`src/rtl/mem_arbiter_pkg.sv`:
```
// Shared definitions for the memory arbiter: state encodings and streak counter sizing.
package mem_arbiter_pkg;

    typedef enum logic [1:0] {
        ARB_IDLE   = 2'd0,
        ARB_I_WAIT = 2'd1,
        ARB_D_WAIT = 2'd2
    } arb_state_t;

    localparam int unsigned STREAK_W         = 4;
    localparam int unsigned STREAK_LIMIT_MAX = 15;

endpackage

```
`src/rtl/mem_arbiter_perf.sv`:
```
// Grant/conflict event counters for mem_arbiter; present only when MEM_ARB_PERF_EN is defined.
module mem_arbiter_perf (
    input  logic        clk,
    input  logic        rst_n,
    input  logic        i_acc,
    input  logic        d_acc,
    input  logic        conflict,
    output logic [31:0] perf_i_grants,
    output logic [31:0] perf_d_grants,
    output logic [31:0] perf_conflicts
);

    always_ff @(posedge clk or negedge rst_n) begin
        if (!rst_n) begin
            perf_i_grants  <= '0;
            perf_d_grants  <= '0;
            perf_conflicts <= '0;
        end else begin
            if (i_acc)    perf_i_grants  <= perf_i_grants + 32'd1;
            if (d_acc)    perf_d_grants  <= perf_d_grants + 32'd1;
            if (conflict) perf_conflicts <= perf_conflicts + 32'd1;
        end
    end

endmodule

```
`src/rtl/mem_arbiter.sv`:
```
// Instruction/data arbiter onto a single-outstanding memory port with data-streak starvation guard.
// Optional counters (perf_* ports) are built when MEM_ARB_PERF_EN is defined.
module mem_arbiter
    import mem_arbiter_pkg::*;
#(
    parameter int unsigned MAX_DATA_STREAK = 4
) (
    input  logic        clk,
    input  logic        rst_n,
    input  logic        inst_start,
    output logic        inst_ready,
    input  logic [31:0] i_addr,
    output logic [31:0] inst,
    output logic        inst_valid,
    input  logic        d_cmd_start,
    input  logic        d_cmd_write,
    output logic        d_cmd_ready,
    input  logic [31:0] d_addr,
    input  logic [31:0] wdata,
    input  logic [31:0] wmask,
    output logic [31:0] rdata,
    output logic        rdata_valid,
    output logic        mem_cmd_start,
    output logic        mem_cmd_write,
    input  logic        mem_cmd_ready,
    output logic [31:0] mem_addr,
    output logic [31:0] mem_wdata,
    output logic [31:0] mem_wmask,
    input  logic [31:0] mem_rdata,
    input  logic        mem_rdata_valid
`ifdef MEM_ARB_PERF_EN
    ,
    output logic [31:0] perf_i_grants,
    output logic [31:0] perf_d_grants,
    output logic [31:0] perf_conflicts
`endif
);

    localparam logic [STREAK_W-1:0] STREAK_MAX = STREAK_W'(MAX_DATA_STREAK);

    arb_state_t          state_q, state_d;
    logic [STREAK_W-1:0] streak_q, streak_d;
    logic                idle, grant_d, grant_i, i_acc, d_acc;

    always_ff @(posedge clk or negedge rst_n) begin
        if (!rst_n) begin
            state_q  <= ARB_IDLE;
            streak_q <= '0;
        end else begin
            state_q  <= state_d;
            streak_q <= streak_d;
        end
    end

    always_comb begin
        // rst_n gates the outputs so handshakes stay low throughout reset
        idle          = rst_n && (state_q == ARB_IDLE);
        grant_d       = d_cmd_start && (!inst_start || (streak_q != STREAK_MAX));
        grant_i       = inst_start && !grant_d;

        mem_cmd_start = idle && (inst_start || d_cmd_start);
        mem_cmd_write = grant_d && d_cmd_write;
        mem_addr      = grant_d ? d_addr : i_addr;
        mem_wdata     = grant_d ? wdata  : '0;
        mem_wmask     = grant_d ? wmask  : '0;
        inst_ready    = idle && mem_cmd_ready && grant_i;
        d_cmd_ready   = idle && mem_cmd_ready && grant_d;
        i_acc         = inst_start && inst_ready;
        d_acc         = d_cmd_start && d_cmd_ready;

        inst          = mem_rdata;
        rdata         = mem_rdata;
        inst_valid    = rst_n && (state_q == ARB_I_WAIT) && mem_rdata_valid;
        rdata_valid   = rst_n && (state_q == ARB_D_WAIT) && mem_rdata_valid;

        state_d       = state_q;
        streak_d      = streak_q;
        case (state_q)
            ARB_IDLE: begin
                if (i_acc)                     state_d = ARB_I_WAIT;
                else if (d_acc && !d_cmd_write) state_d = ARB_D_WAIT;
                if (i_acc || !inst_start)
                    streak_d = '0;
                else if (d_acc && (streak_q != STREAK_MAX))
                    streak_d = streak_q + 1'b1;
            end
            ARB_I_WAIT: if (mem_rdata_valid) state_d = ARB_IDLE;
            ARB_D_WAIT: if (mem_rdata_valid) state_d = ARB_IDLE;
            default:    state_d = ARB_IDLE;
        endcase
    end

`ifdef MEM_ARB_PERF_EN
    logic conflict;
    assign conflict = idle && inst_start && d_cmd_start && mem_cmd_ready;

    mem_arbiter_perf u_perf (
        .clk            (clk),
        .rst_n          (rst_n),
        .i_acc          (i_acc),
        .d_acc          (d_acc),
        .conflict       (conflict),
        .perf_i_grants  (perf_i_grants),
        .perf_d_grants  (perf_d_grants),
        .perf_conflicts (perf_conflicts)
    );
`endif

endmodule

```
`config.mk`:
```
export PLATFORM = sky130hd
export DESIGN_NAME = mem_arbiter
export DESIGN_NICKNAME = d
export VERILOG_FILES = /design/src/rtl/mem_arbiter_pkg.sv /design/src/rtl/mem_arbiter_perf.sv /design/src/rtl/mem_arbiter.sv
export SDC_FILE = /design/constraint.sdc
export NUM_CORES = 1
export LEC_CHECK = 0
export ABC_AREA = 0
export BUFFER_PORTS_ARGS = -buffer_cell sky130_fd_sc_hd__buf_2
export CELL_PAD_IN_SITES_DETAIL_PLACEMENT = 1
export CELL_PAD_IN_SITES_GLOBAL_PLACEMENT = 2
export CORE_AREA = 5 5 150 123
export DETAILED_ROUTE_END_ITERATION = 8
export DIE_AREA = 0 0 155 128
export GPL_ROUTABILITY_DRIVEN = 0
export GPL_TIMING_DRIVEN = 0
export PLACE_DENSITY_LB_ADDON = 0.1
export RECOVER_POWER = 25
export SYNTH_ARGS = -nofsm -noshare
export SYNTH_HDL_FRONTEND = slang
export SYNTH_SLANG_ARGS = --single-unit
export TNS_END_PERCENT = 50
```
`constraint.sdc`:
```
create_clock -name clk -period 4.45 [get_ports clk]
set_clock_uncertainty 0.05 [all_clocks]
set_input_delay 0.2225 -clock clk [delete_from_list [all_inputs] [get_ports clk]]
set_output_delay 0.2225 -clock clk [all_outputs]
set_load 0.05 [all_outputs]
```
==> impl_metrics.toml <==
[logic_synthesis]
netlist_area_mm2 = 0.00181
yosysWarningCount = 0
postSynthAreaPerCell_um2 = 7.87
area_share_of_the_leading_cell_type_in_the_synthesized_netlist_pct = 28.6
ys_seq_area_share_pct = 8.30
post-synth-top-area-cell = "buf_4"
synth_commonest_cells = "buf_4, and3_1, mux2_2, clkbuf_1, inv_1"
synth-seq-cells = 6
synthArstFlopShare_pct = 100
mappedNetlistNets = 402
edff_count_synth = 0
synth.area.top_cells = "buf_4, and3_1, mux2_2"
postSynthCellCount = 230
synth_most_common_cell = "buf_4"
synthFlopType = "dfrtp_1"
yosysUniqueCellTypes = 31

[grt]
grt.overflow.total = 0
groute.usage.overall_pct = 11.1
wire_length_of_the_first_global_routing_pass_mm = 17.4
antenna_violations_before_repair = 3
grt_max_degree = 13
vias_in_the_first_global_route = 2986

[job]
maxCapViolations = 0

[final_layout]
multiInputGateArea_mm2 = 0.00106
fin_nets = 707
final.fill_count = 2175
storage_element_area_um2 = 150
final_cell_area_mm2 = 0.00363
final-instance-count-excl-fill = 759
synthToLayoutAreaGrowth_pct = 100
post_route_cells_drive_above_1_share_pct = 69.6

[drt]
remaining_drcs = 0
dr.pass1.iters = 2
drt-initial-drc-count = 39
detailroute.via_count = 2764
sum_of_routed_wire_length_over_all_layers_mm = 12.5
avgViaCountPerCell = 3.64
drtAntennaViolNets = 0
drt-wirelength-per-cell_um = 16.5

[clock_tree]
cts-buffers-inserted = 3
numClockSinks = 6
cts_buffer_depth = 2
cts_max_level = 1
worstSkewPairLatency_ns = 0.23
cts_repair_resize_count = 0
clk_pin_slew_worst_paths_ns = 0.03
clock_root_buffer = "clkbuf_16"
cts_tree = "yes"

[sta]
grt_setup_unrepaired = "no"
timing.final.hold_violations = 0
final-max-slew-violation-count = 0
worst-slew-pin-transition_ns = 0.627
min_period_ns = 2.65
final.period_utilization_pct = 59.6
worst_slew_margin_rel_pct = 58.2
finalSetupViolCount = 0
final.setup.tns_ns = 0
max_freq_mhz = 377

[setup_path]
r2r_setup_slack_ns = 2.54
required_time_reported_for_the_critical_path_endpoint_ns = 4.18
cp_data_arrival_time_ns = 2.38
path_cells = "inv_1 > ha_1 > nand4b_2 > nand2_2 > buf_4 > mux2_2 > buf_2"
timing_worst_setup_path_type = "reg -> out"
worst_path_dominant_cell_family = "simple AND/OR/NAND/NOR gates"
worst_setup_path_end_kind = "output pin"
crit_buf_inv = 3
crit_path_max_fanout = 10
cp-start-kind = "flop"
critPathMaxStageDelay_ns = 0.40
worst_path_cell_with_the_longest_stage_delay = "dfrtp_1"

[die]
fp.dieArea_mm2 = 0.0198
num_io_pins = 333
fp.dieW_um = 155
dieHeight_um = 128
rows = 43
floorplan.initialDensity_pct = 10.7
core_region_area_mm2 = 0.0169

[hold_path]
min_path_type = "in -> reg"

[place]
place.detailed.instances = 754
port-buffer-count = 299
dpl.hpwl_mm = 11.2
placement_stage_cell_area_mm2 = 0.00359

[power]
static-leakage-power_uw = 0.00219
power_density_mw_per_mm2 = 244
ir_drop_mv = 0.0694

[outcome]
outcome = "finished, final reports clean"
==> per-stage QoR <==
step           hold WS (ns)  utilization, %  setup slack [ns]  total power, uW
3_5_place_dp         0.0567            21.2              1.94              751
3_3_place_gp         0.0574            21.2              1.99              748
4_1_cts               0.261            21.7              1.68              902
5_1_grt               0.276            21.4              1.60              930
6_report              0.262            21.4              1.80              884
2_1_floorplan        -0.123               -              2.39              556
==> timing repair <==
| action | 4_1_cts | 5_1_grt |
|---|---|---|
| hold endpoints to repair | 6 | 0 |
| buffers inserted | 0 | 0 |
| hold buffers | 1 | 0 |
==> registers in the layout (all words and copies together), names as in the netlist <==
signal / cells
streak_q: 4
state_q: 2
==> power breakdown <==
| part | switching [uW] | total (uW) | internal [uW] | leakage, uW |
|---|---|---|---|---|
| Clock | 30.7 | 146 | 115 | 0.0000370 |
| Combinational | 469 | 669 | 200 | 0.00207 |
| Sequential | 6.44 | 68.7 | 62.3 | 0.0000823 |
==> worst reg2reg max path: cells and delay by family (launching register included) <==
kind	cells	cell delay [ns]
buffers and inverters	2	0.36
and+or+nand+nor	2	0.64
DFF	1	0.40
adders and majority gates	1	0.18
AOI/OAI and AO/OA	1	0.15
==> cells by family (layout without fill, tap and decap cells) <==
kind of cell | after synthesis | after routing | synth area share [%]
buf+inv | 91 | 394 | 33.3
simple gates | 83 | 83 | 29.4
mux | 32 | 32 | 19.9
compound gates | 13 | 13 | 5.67
flops | 6 | 6 | 8.30
fa+ha+maj | 5 | 5 | 3.46
other cells | 0 | 1 | 0
==> cell usage in the layout, fill, tap and decap left out, types with 2 or more instances in the layout <==
cell and count:
o32ai_1 2, mux2_1 2, nor2_1 2, clkbuf_1 52, a21oi_1 3, a211oi_2 2, ha_1 5, mux2_2 30
and3_1 65, or3_1 2, buf_2 261, buf_4 69, and3_2 2, clkbuf_16 3, dfrtp_1 6, inv_1 8
nand2_1 3
==> path summary, 6_finish.rpt <==
check	start	endpoint	cells past startpoint
min reg2reg	streak_q[3]	streak_q[3]	2
max	streak_q[0]	mem_addr[24]	7
min	inst_start	streak_q[0]	3
max in group asynchronous	rst_n	streak_q[0]	2
min in group asynchronous	rst_n	state_q[1]	2
max reg2reg	streak_q[0]	streak_q[2]	6
==> per-layer routing <==
layer / wire length, um / vias up / track usage (%)
met5: 40 / - / 0
met4: 193 / 4 / 2.34
met3: 1110 / 16 / 3.34
met2: 6910 / 139 / 21.9
met1: 4280 / 1260 / 11.6
li1: - / 1345 / -
==> layout make-up <==
class                      instances  share of cell area (%)
timing repair buffer             300                    40.2
multi-input combinational        133                    29.2
buffer                            83                    15.8
tap                              225                    7.76
sequential                         6                    4.14
clock buffer                       3                    2.07
inverter                           8                   0.828
antenna                            1                  0.0690
Power figures use the tool's default switching activity.
